$ cat src/rtl/cpu_ctrl_pkg.sv
// Shared definitions for the RV32 multi-cycle control sequencer: state codes and parameter defaults.
package cpu_ctrl_pkg;

    localparam int CNT_W_DEF   = 32;
    localparam int TMO_W_DEF   = 8;
    localparam int TMO_MAX_DEF = 255;

    // HALT has no code of its own: it is S_RESET with the sticky halt flag set.
    typedef enum logic [2:0] {
        S_RESET    = 3'd0,
        S_FETCH    = 3'd1,
        S_WAIT_I   = 3'd2,
        S_DECODE   = 3'd3,
        S_EXEC     = 3'd4,
        S_MEM_REQ  = 3'd5,
        S_MEM_WAIT = 3'd6,
        S_WB       = 3'd7
    } state_t;

endpackage

$ cat src/rtl/cpu_seq_timer.sv
// Memory-wait watchdog for cpu_seq_ctrl; only present when CPU_SEQ_CTRL_TIMEOUT_EN is defined.
`ifdef CPU_SEQ_CTRL_TIMEOUT_EN
module cpu_seq_timer
    import cpu_ctrl_pkg::*;
#(
    parameter int TMO_W   = TMO_W_DEF,
    parameter int TMO_MAX = TMO_MAX_DEF
) (
    input  logic clk,
    input  logic rst,
    input  logic i_clr,
    input  logic i_en,
    output logic o_expired
);

    logic [TMO_W-1:0] r_cnt;

    always_ff @(posedge clk) begin
        if (!rst || i_clr) begin
            r_cnt <= '0;
        end else if (i_en) begin
            r_cnt <= r_cnt + TMO_W'(1);
        end
    end

    // Fires during the TMO_MAX-th counted cycle so the sequencer leaves at that edge.
    assign o_expired = i_en && (r_cnt == TMO_W'(TMO_MAX - 1));

endmodule
`endif

$ cat src/rtl/cpu_seq_ctrl.sv
// Multi-cycle RV32 control sequencer: fetch handshake, decode, execute, optional LSU access, writeback.
// Optional memory-wait watchdog enabled by defining CPU_SEQ_CTRL_TIMEOUT_EN.
module cpu_seq_ctrl
    import cpu_ctrl_pkg::*;
#(
    parameter int CNT_W   = CNT_W_DEF,
    parameter int TMO_W   = TMO_W_DEF,
    parameter int TMO_MAX = TMO_MAX_DEF
) (
    input  logic             clk,
    input  logic             rst,
    output logic             ifu_req_valid,
    input  logic             ifu_req_ready,
    input  logic             ifu_resp_valid,
    output logic             inst_en,
    input  logic             dec_is_load,
    input  logic             dec_is_store,
    input  logic             dec_is_ebreak,
    input  logic             dec_rf_wen,
    output logic             lsu_req_valid,
    input  logic             lsu_req_ready,
    input  logic             lsu_resp_valid,
    output logic             pc_wen,
    output logic             rf_wen,
    output logic             halt,
    output logic             err,
    output logic [2:0]       state,
    output logic [CNT_W-1:0] retired
);

    state_t           r_state, w_state_n;
    logic             r_halt, w_halt_n;
    logic             r_err, w_err_n;
    logic [CNT_W-1:0] r_retired;
    logic             w_tmo_exp;
    logic             w_mem_op;

    assign w_mem_op = dec_is_load | dec_is_store;

`ifdef CPU_SEQ_CTRL_TIMEOUT_EN
    logic w_tmo_en;

    assign w_tmo_en = !r_halt &&
                      (r_state inside {S_FETCH, S_WAIT_I, S_MEM_REQ, S_MEM_WAIT});

    // Both waiting phases are entered from a non-waiting state, so clearing whenever
    // idle is the same as clearing on entry to FETCH/MEM_REQ.
    cpu_seq_timer #(
        .TMO_W   (TMO_W),
        .TMO_MAX (TMO_MAX)
    ) u_timer (
        .clk       (clk),
        .rst       (rst),
        .i_clr     (!w_tmo_en),
        .i_en      (w_tmo_en),
        .o_expired (w_tmo_exp)
    );
`else
    logic w_unused_tmo;

    assign w_unused_tmo = (TMO_W > TMO_MAX);
    assign w_tmo_exp    = 1'b0;
`endif

    always_comb begin
        w_state_n     = r_state;
        w_halt_n      = r_halt;
        w_err_n       = r_err;
        ifu_req_valid = 1'b0;
        inst_en       = 1'b0;
        lsu_req_valid = 1'b0;
        pc_wen        = 1'b0;
        rf_wen        = 1'b0;
        if (!r_halt) begin
            case (r_state)
                S_RESET: w_state_n = S_FETCH;
                S_FETCH: begin
                    ifu_req_valid = 1'b1;
                    if (ifu_req_ready) begin
                        if (ifu_resp_valid) begin
                            inst_en   = 1'b1;
                            w_state_n = S_DECODE;
                        end else begin
                            w_state_n = S_WAIT_I;
                        end
                    end
                end
                S_WAIT_I: begin
                    if (ifu_resp_valid) begin
                        inst_en   = 1'b1;
                        w_state_n = S_DECODE;
                    end
                end
                S_DECODE: begin
                    if (dec_is_ebreak) begin
                        w_state_n = S_RESET;
                        w_halt_n  = 1'b1;
                    end else begin
                        w_state_n = S_EXEC;
                    end
                end
                S_EXEC: w_state_n = w_mem_op ? S_MEM_REQ : S_WB;
                S_MEM_REQ: begin
                    lsu_req_valid = 1'b1;
                    if (lsu_req_ready) begin
                        w_state_n = lsu_resp_valid ? S_WB : S_MEM_WAIT;
                    end
                end
                S_MEM_WAIT: begin
                    if (lsu_resp_valid) begin
                        w_state_n = S_WB;
                    end
                end
                S_WB: begin
                    pc_wen    = 1'b1;
                    // load+store together behaves as a load, so it still writes back
                    rf_wen    = dec_rf_wen & ~(dec_is_store & ~dec_is_load);
                    w_state_n = S_FETCH;
                end
                default: w_state_n = S_RESET;
            endcase
            if (w_tmo_exp) begin
                inst_en   = 1'b0;
                w_state_n = S_RESET;
                w_halt_n  = 1'b1;
                w_err_n   = 1'b1;
            end
        end
    end

    always_ff @(posedge clk) begin
        if (!rst) begin
            r_state   <= S_RESET;
            r_halt    <= 1'b0;
            r_err     <= 1'b0;
            r_retired <= '0;
        end else begin
            r_state <= w_state_n;
            r_halt  <= w_halt_n;
            r_err   <= w_err_n;
            if (pc_wen) begin
                r_retired <= r_retired + CNT_W'(1);
            end
        end
    end

    assign state   = r_state;
    assign halt    = r_halt;
    assign err     = r_err;
    assign retired = r_retired;

endmodule
$ cat config.mk
export PLATFORM = sky130hd
export DESIGN_NAME = cpu_seq_ctrl
export DESIGN_NICKNAME = d
export VERILOG_FILES = /design/src/rtl/cpu_ctrl_pkg.sv /design/src/rtl/cpu_seq_timer.sv /design/src/rtl/cpu_seq_ctrl.sv
export SDC_FILE = /design/constraint.sdc
export NUM_CORES = 1
export LEC_CHECK = 0
export ABC_AREA = 1
export CAP_MARGIN = 5
export CORE_UTILIZATION = 35
export DETAILED_ROUTE_END_ITERATION = 10
export HOLD_SLACK_MARGIN = 0.05
export PLACE_DENSITY_LB_ADDON = 0.1
export SETUP_SLACK_MARGIN = 0.3
export SYNTH_ARGS = -nofsm -noshare
export SYNTH_HDL_FRONTEND = slang
export SYNTH_HIERARCHICAL = 1
export SYNTH_SLANG_ARGS = --single-unit
export TNS_END_PERCENT = 1
$ cat constraint.sdc
create_clock -name clk -period 2.7 [get_ports clk]
set_input_delay 0.405 -clock clk [delete_from_list [all_inputs] [get_ports clk]]
set_output_delay 0.405 -clock clk [all_outputs]
set_load 0.02 [all_outputs]
==> flow_metrics.env <==
export IMPL_syn_area_per_cell_um2=6.238
export IMPL_dpl_worst_slack_ns=0.4565
export IMPL_dpl_hpwl_um=4329
export IMPL_setup_viol=0
export IMPL_required_ns=2.30
export IMPL_vias=2320
export IMPL_cp_buffers_inverters=1
export IMPL_fillers=620
export IMPL_synth_cell_types=32
export IMPL_rr_worst_depth=8
export IMPL_synthCells=351
export IMPL_synth_fp_nets=362
export IMPL_start_util_pct=36.55
export IMPL_via_per_inst=4.843
export IMPL_area_delta_synth_final_pct=30.97
export IMPL_arrival_ns=1.86
export IMPL_cts_tree="done"
export IMPL_antenna_left=0
export IMPL_max_cap_violations=0
export IMPL_rr_endpoint="retired[20]$_SDFFE_PN0P_"
export IMPL_cp_cell_sequence="nand3_1 > nor2_4 > clkdlybuf4s50_1"
export IMPL_slew_viol_final=0
export IMPL_crit_fanout=10
export IMPL_crit_path_end_kind="output pin"
export IMPL_ys_top_cells_by_area="dfxtp_1, nand2_1, nor2_1"
export IMPL_clk_pin_slew_ns=0.08
export IMPL_ctsResizeCount=0
export IMPL_pwr_density_cell_nw_per_um2=437.8
export IMPL_critPathLaunchType="flop"
export IMPL_fp_dieW_um=81.10
export IMPL_antenna_found_initial=0
export IMPL_synth_most_common_cell="nand2_1"
export IMPL_grt_pass1_vias=2215
export IMPL_ys_warnings_count=6
export IMPL_synth_common_cells="nand2_1, nor2_1, inv_1"
export IMPL_holdBufCountCts=0
export IMPL_clock_sinks=36
export IMPL_syn_area_um2=2190
export IMPL_antennaDiodeCount=0
export IMPL_critPathKind="reg2out"
export IMPL_core_area_um2=5991
export IMPL_gr_total_overflow=0
export IMPL_peakVddDrop_mv=0.2266
export IMPL_drt_wl_total_um=5827
export IMPL_fin_crit_sh_pct=84.04
export IMPL_tightestPinTransition_ns=0.4940
export IMPL_synth_edf_count=0
export IMPL_tns_ns=0
export IMPL_crit_start="state[0]$_SDFFE_PN0P_"
export IMPL_place_area_um2=2758
export IMPL_rr_startpoint="retired[1]$_SDFFE_PN0P_"
export IMPL_fin_worst_skew_ns=0.01061
export IMPL_postCtsSetupRepairBufs=0
export IMPL_synth_sequential_area_ratio_pct=32.91
export IMPL_fin_nets=414
export IMPL_crit_end="pc_wen"
export IMPL_final_area_um2=2868
export IMPL_drive_gt1_share_pct=5.693
export IMPL_synth_area_leader_cell="dfxtp_1"
export IMPL_regToRegSetupSlack_ns=0.97
export IMPL_fmax_mhz=440.7
export IMPL_final_util_pct=47.87
export IMPL_numCtsBuffers=5
export IMPL_setup_ws_ns=0.4309
export IMPL_cts_max_level=2
export IMPL_gp_congestion=0.8400
export IMPL_firstDrtPassIters=4
export IMPL_top_usage_layer="met2"
export IMPL_cts_buffer_depth=2
export IMPL_dieHeight_um=81.10
export IMPL_port_buffers=50
export IMPL_rsz0062_at_grt="yes"
export IMPL_critical_path_max_stage_delay_ns=0.64
export IMPL_synth_top_area_share_pct=32.91
export IMPL_avgRoutedWirePerCell_um=12.16
export IMPL_grt_max_degree=27
export IMPL_hold_class="reg2reg"
export IMPL_clk_latency_ns=0.29
export IMPL_grt_pass1_wl_um=9901
export IMPL_design_power_total_mw=1.256
export IMPL_crit_slowest_cell="clkdlybuf4s50_1"
export IMPL_fp_row_count=28
export IMPL_grt_use_total_pct=19.64
export IMPL_remaining_drc_errors=0
export IMPL_synthArstFlopShare_pct=0
export IMPL_leakagePower_nw=1.188
export IMPL_ys_flop_type="dfxtp_1"
export IMPL_io_pins=52
export IMPL_slew_headroom_pct=66.81
export IMPL_die_area_um2=6576
export IMPL_ys_ff_latch=36
export IMPL_period_minus_slack_ns=2.269
export IMPL_cp_top_family="buffers and inverters"
export IMPL_status="completed"
export IMPL_drt_iter0_markers=70
export IMPL_grt_util_met3_pct=3.371
export IMPL_met1_usage_pct=24.95
export IMPL_cts_root_buffer="clkbuf_8"
export IMPL_hold_viol=0
export IMPL_cp_depth=3
export IMPL_grt_util_met2_pct=32.52
-- worst min path at each step --
stage / startpoint / endpoint / slack (ns) / cells after the start
floorplan: retired[6]$_SDFFE_PN0P_ / retired[6]$_SDFFE_PN0P_ / 0.54 / 2
global placement: retired[6]$_SDFFE_PN0P_ / retired[6]$_SDFFE_PN0P_ / 0.46 / 2
detailed placement: retired[6]$_SDFFE_PN0P_ / retired[6]$_SDFFE_PN0P_ / 0.47 / 2
CTS: retired[6]$_SDFFE_PN0P_ / retired[6]$_SDFFE_PN0P_ / 0.48 / 2
global route: retired[6]$_SDFFE_PN0P_ / retired[6]$_SDFFE_PN0P_ / 0.52 / 2
finish: retired[6]$_SDFFE_PN0P_ / retired[6]$_SDFFE_PN0P_ / 0.47 / 2
-- worst min-delay path, delay by kind of cell, from the launching register on --
| kind | cells | cell delay, ns |
|---|---|---|
| buf+inv | 1 | 0.05 |
| flops | 1 | 0.33 |
| compound gates | 1 | 0.05 |
-- cell usage in the layout (no fill, tap or decap), types with 3 or more instances in the layout --
master            n
nand3_1          20
clkbuf_8          5
nor2_1           64
inv_1            54
nor3_1            8
o21ai_1           3
nand2_1          88
nand4_1          20
nor3_4            3
dfxtp_1          36
clkdlybuf4s50_1  49
o21ai_0          13
a21oi_1          13
-- final cells by class --
type,instances,area (um2),area share [%]
clock buffers,6,72.57,2.531
clock inverters,2,35.03,1.222
inverters,56,210.2,7.330
multi-input cells,252,1217,42.45
flip-flops and latches,36,720.7,25.13
well taps,75,93.84,3.272
repair buffers,52,518.0,18.06
-- cell families (layout without fill, tap and decap cells) --
family / Yosys count / count (layout) / share of synthesized area (%)
buf+inv: 63 / 116 / 11.49
fa+ha+maj: 1 / 1 / 0.5713
xor+xnor: 3 / 3 / 1.200
other cells: 1 / 1 / 0.1713
compound gates: 33 / 33 / 8.171
flops: 36 / 36 / 32.91
simple gates: 214 / 214 / 45.49
-- state kept, by name, summed over array words and instances (netlist names) --
name     count
halt         1
retired     32
state        3
-- routing by layer --
metal  part of all wire, %  wire length [um]
met2                    45              2644
met3                   5.3               306
met1                    47              2759
met5                     0                 0
met4                   2.0               116
-- where the power goes --
part,internal (mW),switching [mW]
clock network,0.274,0.198
logic,0.0880,0.113
registers,0.545,0.0368
-- per-stage QoR --
step	instances	hold slack [ns]
6_report	479	0.4721
5_1_grt	479	0.5214
4_1_cts	479	0.4781
3_5_place_dp	471	0.4654
3_3_place_gp	471	0.4589
2_1_floorplan	351	0.5369
Power figures use the tool's default switching activity.
